## src/rtl/dma_pkg.sv

```systemverilog
// Shared definitions for the DMA engines: MCB instruction codes, word geometry
// and the write-engine state encoding.
package dma_pkg;

  localparam logic [2:0] MCB_INSTR_WR   = 3'b000;
  localparam logic [2:0] MCB_INSTR_RD   = 3'b001;

  localparam int         BYTES_PER_WORD = 16;
  localparam int         MAX_BL         = 64;

  typedef enum logic [1:0] {
    ST_IDLE,
    ST_FILL,
    ST_CMD,
    ST_DONE
  } dma_wr_state_e;

endpackage

```

## src/rtl/dma_wr.sv

```systemverilog
// Write-direction DMA engine: streams 128-bit words into the MCB port-0 write
// FIFO and issues one write command per burst once that burst is fully queued.
module dma_wr #(
  parameter int DATA_W = 128,
  parameter int MASK_W = 16,
  parameter int ADDR_W = 30,
  parameter int LEN_W  = 16,
  parameter int MAX_BL = dma_pkg::MAX_BL
) (
  input  logic              clk,
  input  logic              rst,
  input  logic              calib_done,

  input  logic              req_valid,
  output logic              req_ready,
  input  logic [ADDR_W-1:0] req_addr,
  input  logic [LEN_W-1:0]  req_len,

  input  logic              dma_valid,
  output logic              dma_ready,
  input  logic [DATA_W-1:0] data,

  output logic              busy,
  output logic              done,
  output logic              error,

  output logic              mcb_cmd_en,
  output logic [2:0]        mcb_cmd_instr,
  output logic [5:0]        mcb_cmd_bl,
  output logic [ADDR_W-1:0] mcb_cmd_byte_addr,
  input  logic              mcb_cmd_full,

  output logic              mcb_wr_en,
  output logic [MASK_W-1:0] mcb_wr_mask,
  output logic [DATA_W-1:0] mcb_wr_data,
  input  logic              mcb_wr_full,
  input  logic              mcb_wr_underrun,
  input  logic              mcb_wr_error
);

  import dma_pkg::*;

  // Wide enough to hold a full burst count (0..MAX_BL).
  localparam int BURST_W = $clog2(MAX_BL + 1);

  dma_wr_state_e      state_q, state_d;
  logic [ADDR_W-1:0]  addr_q;
  logic [LEN_W-1:0]   rem_q;
  logic [BURST_W-1:0] burst_q;
  logic [BURST_W-1:0] wc_q;
  logic               error_q;

  logic               accept;
  logic               push;
  logic               issue;
  logic [LEN_W-1:0]   rem_after;
  logic [BURST_W-1:0] burst_m1;

  function automatic logic [BURST_W-1:0] clip_burst(input logic [LEN_W-1:0] words);
    if (words > LEN_W'(MAX_BL)) return BURST_W'(MAX_BL);
    return words[BURST_W-1:0];
  endfunction

  assign rem_after = rem_q - LEN_W'(burst_q);
  assign burst_m1  = burst_q - BURST_W'(1);

  // NOTE: every output of this block gets a default before the case so no path
  // leaves a variable unassigned; otherwise synthesis would infer latches.
  always_comb begin
    state_d    = state_q;
    req_ready  = 1'b0;
    dma_ready  = 1'b0;
    mcb_cmd_en = 1'b0;
    busy       = 1'b0;
    done       = 1'b0;
    case (state_q)
      ST_IDLE: begin
        // Held low during reset so nothing can be handed over on that edge.
        req_ready = calib_done & ~rst;
        if (req_valid && req_ready) begin
          state_d = (req_len == '0) ? ST_DONE : ST_FILL;
        end
      end
      ST_FILL: begin
        busy      = 1'b1;
        dma_ready = ~mcb_wr_full;
        if (dma_valid && dma_ready && wc_q == burst_m1) begin
          state_d = ST_CMD;
        end
      end
      ST_CMD: begin
        busy       = 1'b1;
        mcb_cmd_en = ~mcb_cmd_full;
        if (mcb_cmd_en) begin
          state_d = (rem_after == '0) ? ST_DONE : ST_FILL;
        end
      end
      ST_DONE: begin
        busy    = 1'b1;
        done    = 1'b1;
        state_d = ST_IDLE;
      end
      default: state_d = ST_IDLE;
    endcase
  end

  assign accept = req_valid & req_ready;
  assign push   = dma_valid & dma_ready;
  assign issue  = mcb_cmd_en;

  // NOTE: state registers use non-blocking assignments so every flop samples
  // the pre-edge values, independent of statement order within the block.
  always_ff @(posedge clk) begin
    if (rst) begin
      state_q <= ST_IDLE;
      addr_q  <= '0;
      rem_q   <= '0;
      burst_q <= '0;
      wc_q    <= '0;
      error_q <= 1'b0;
    end else begin
      state_q <= state_d;

      if (accept) begin
        addr_q  <= req_addr & ~ADDR_W'(BYTES_PER_WORD - 1);
        rem_q   <= req_len;
        burst_q <= clip_burst(req_len);
        wc_q    <= '0;
        error_q <= 1'b0;
      end else if (busy && (mcb_wr_underrun || mcb_wr_error)) begin
        error_q <= 1'b1;
      end

      if (push) begin
        wc_q <= wc_q + BURST_W'(1);
      end

      // The next burst size is fixed here, on the way back into FILL.
      if (issue) begin
        addr_q  <= addr_q + ADDR_W'(burst_q) * ADDR_W'(BYTES_PER_WORD);
        rem_q   <= rem_after;
        burst_q <= clip_burst(rem_after);
        wc_q    <= '0;
      end
    end
  end

  assign error             = error_q;
  assign mcb_wr_en         = push;
  assign mcb_wr_data       = data;
  assign mcb_wr_mask       = '0;
  assign mcb_cmd_instr     = MCB_INSTR_WR;
  assign mcb_cmd_bl        = 6'(burst_m1);
  assign mcb_cmd_byte_addr = addr_q;

endmodule

```

## config.mk

```make
export PLATFORM = sky130hd
export DESIGN_NAME = dma_wr
export DESIGN_NICKNAME = d
export VERILOG_FILES = /design/src/rtl/dma_pkg.sv /design/src/rtl/dma_wr.sv
export SDC_FILE = /design/constraint.sdc
export NUM_CORES = 1
export LEC_CHECK = 0
export BUFFER_PORTS_ARGS = -buffer_cell sky130_fd_sc_hd__buf_2
export CAP_MARGIN = 0
export CORE_AREA = 2 2 144 146
export CTS_CLUSTER_SIZE = 10
export DETAILED_ROUTE_END_ITERATION = 12
export DIE_AREA = 0 0 146 148
export PLACE_DENSITY_LB_ADDON = 0.05
export SYNTH_ARGS = -nofsm -noshare
export SYNTH_HDL_FRONTEND = slang
export SYNTH_SLANG_ARGS = --single-unit
```

## constraint.sdc

```tcl
create_clock -name clk -period 3 [get_ports clk]
set_input_delay 0.45 -clock clk [delete_from_list [all_inputs] [get_ports clk]]
set_output_delay 0.45 -clock clk [all_outputs]
set_load 0.01 [all_outputs]
```

==> flow_summary.ini <==
[worst_setup_path]
r2r_cells = 10
crit_type = reg -> reg
arrival_ns = 3.05
r2r_slack_ns = 0.20
path_cells = inv_1, ha_1, fa_1, nor2b_1, o31ai_1, a21oi_1, o21ai_0, nor4_4, nand3b_4, o32ai_2
start_kind = flop
critical_path.endpoint = burst_q[1]$_SDFFE_PP0P_
crit_fanout = 7
crit_path_top_delay_cell = nor4_4
reg2reg_to = burst_q[1]$_SDFFE_PP0P_
rr_startpoint = rem_q[0]$_SDFFE_PP0P_
crit_path_end_kind = flop
slowest_delay_ns = 0.44
worst-endpoint-required_ns = 3.26
cp-startpoint = rem_q[0]$_SDFFE_PP0P_

[yosys]
synthArstFlopShare = 0
synth.top_cells.by_area = dfxtp_1 (23%), buf_4 (22%), nand2_1 (4.2%)
synth_top_area_frac = 0.2299
synth_area_sq_mm = 0.005137
synth_cell_types = 71
ys.flop_type = dfxtp_1
synth_warnings = 0
yosysMostFrequentCell = buf_4
yosys-top-cells-count = buf_4 (151), dfxtp_1 (59), nand2_1 (58)
syn_area_per_cell_sq_um = 7.679
syn_inst = 669
synth_edf_count = 0
synth.largest_area_cell = dfxtp_1
synth-seq-cells = 59
seq_area_frac_synth = 0.2299

[finish]
nNetsFinal = 838
drive_above_1_share = 0.2168
syn2layout_area_growth_pct = 1.656
nFillCells = 2300

[routing]
routed_wl_microns = 16000
routed-via-count = 4423
via_per_inst = 4.850
first_iter_violations = 252
ant_nets = 0
drcViolationCount = 0
avgRoutedWirePerCell_microns = 17.55
drt-pass1-iter-count = 4

[floorplan]
die_area_sq_mm = 0.02161
die_x_microns = 146
core_sq_mm = 0.02004
die_h_microns = 148
num_io_pins = 373
fp-row-count = 52
start_util = 0.2564

[power_and_ir_drop]
finalPower_w = 0.002308
power_density_mw_per_mm2 = 442.0
p_leak_nw = 2.128
peakVddDrop_mv = 0.2652

[clock_network]
htree_levels = 3
numCtsBuffers = 9
clk_latency_ns = 0.34
cts_buffer_depth = 2
post_cts_resize_count = 0
cts_sinks = 59
postCtsSetupBuffers = 0
cts.clk_slew.worst_paths_ns = 0.06
cts_hold_buf = 0
clockRootBuffer = clkbuf_16
cts_tree = built

[global_route]
grt_pass1_wl_microns = 24630
antenna_found_initial = 0
grt_max_degree = 57
grt_pass1_vias = 4358
grt_usage = 0.1459
gr-total-overflow = 0

[timing]
finClkSkew_ns = 0.009190
max_freq_mhz = 357.7
setup_viol_count_final = 0
fin_setup_tns_ns = 0
relSlewSlack = 0.3553
tightest_slew_ns = 0.9634
finalCritPeriodShare = 0.9318
rsz0062_at_grt = no
slew_violations = 0
timing.final.crit_period_ns = 2.795
hold_viol_final = 0

[placement]
portBuffers = 89
gp_congestion = 0.7584
dpl.hpwl_microns = 11780

[hold_path]
hold_class = in -> reg

[flow_run]
maxCapViolCount = 0

[status]
status = completed
cell type report:
| cell class | count | area, sq um | share of cell area |
|---|---|---|---|
| diodes | 1 | 2.502 | 0.0004792 |
| clock buffers | 12 | 236.5 | 0.04528 |
| clock inverters | 3 | 40.04 | 0.007667 |
| inverters | 24 | 90.09 | 0.01725 |
| multi-input cells | 432 | 2724 | 0.5216 |
| flip-flops and latches | 59 | 1181 | 0.2262 |
| well taps | 270 | 337.8 | 0.06469 |
| repair buffers | 111 | 610.6 | 0.1169 |
placed cells by master (no fill, tap or decap), types with 16 or more instances in the layout:
cell      instances
buf_4            22
nor2_1           57
dfxtp_1          59
buf_2            89
a21oi_1          36
inv_1            23
a311oi_1         18
nand3_1          17
nand2_1          58
o21ai_0          19
ha_1             16
conb_1           23
power breakdown:
part / total (W) / leakage [nW] / internal [W] / switching [W]
combinational: 0.000428 / 1.51 / 0.000172 / 0.000256
sequential: 0.000843 / 0.479 / 0.000813 / 0.0000304
clock: 0.00104 / 0.136 / 0.000637 / 0.000400
total: 0.00231 / 2.13 / 0.00162 / 0.000687
kinds of logic (layout without fill, tap and decap cells):
kind of cell,count (synthesis),after routing,share of synthesized area
AND/OR/NAND/NOR,214,214,0.2092
buffers and inverters,200,150,0.2572
AO/OA/AOI/OAI,155,155,0.2153
flip-flops,59,59,0.2299
XOR/XNOR,20,20,0.03678
adder cells (fa/ha/maj),18,18,0.04676
multiplexers,2,2,0.004140
other,1,24,0.0007299
per-stage QoR:
stage	utilization	hold WS, ns	std cells	cell area [sq um]	worst slack (ns)
after global routing	0.2605	0.3909	911	5220	0.01110
after detailed placement	0.2467	0.4687	896	4943	0.2543
after floorplan	-	0.4627	691	5220	0.5028
after CTS	0.2605	0.3577	911	5220	0.2381
final	0.2606	0.3692	912	5223	0.2046
after global placement	0.2467	0.4692	896	4943	0.2761
worst min path at each step:
stage          cells after the start                                from  slack (ns)                                  to
6_report                           3                         req_addr[4]        0.37   mcb_cmd_byte_addr[4]$_SDFFE_PP0P_
3_3_place_gp                       2  mcb_cmd_byte_addr[29]$_SDFFE_PP0P_        0.47  mcb_cmd_byte_addr[29]$_SDFFE_PP0P_
5_1_grt                            3                         req_addr[4]        0.39   mcb_cmd_byte_addr[4]$_SDFFE_PP0P_
4_1_cts                            3                         req_addr[4]        0.36   mcb_cmd_byte_addr[4]$_SDFFE_PP0P_
3_5_place_dp                       2                  error$_SDFFE_PP0P_        0.47                  error$_SDFFE_PP0P_
2_1_floorplan                      2               rem_q[4]$_SDFFE_PP0P_        0.46               rem_q[4]$_SDFFE_PP0P_
critical path: cells and delay by family, from the launching register on:
| kind | cells | cell delay (ns) |
|---|---|---|
| compound gates | 4 | 0.81 |
| fa+ha+maj | 2 | 0.63 |
| buf+inv | 1 | 0.05 |
| flops | 1 | 0.30 |
| simple gates | 3 | 0.91 |
registers in the layout (all words and copies together), names as in the netlist:
register,flops
burst_q,7
error,1
mcb_cmd_byte_addr,26
rem_q,16
state_q,2
wc_q,7
metal layers:
layer / routed length, microns / track usage / part of all wire / up-vias
met5: 0 / 0 / 0 / -
met4: 226 / 0.03932 / 0.014 / 0
met3: 1208 / 0.05031 / 0.075 / 34
met2: 7050 / 0.2250 / 0.44 / 177
met1: 7517 / 0.1944 / 0.47 / 2081
li1: - / - / - / 2131
Power figures use the tool's default switching activity.
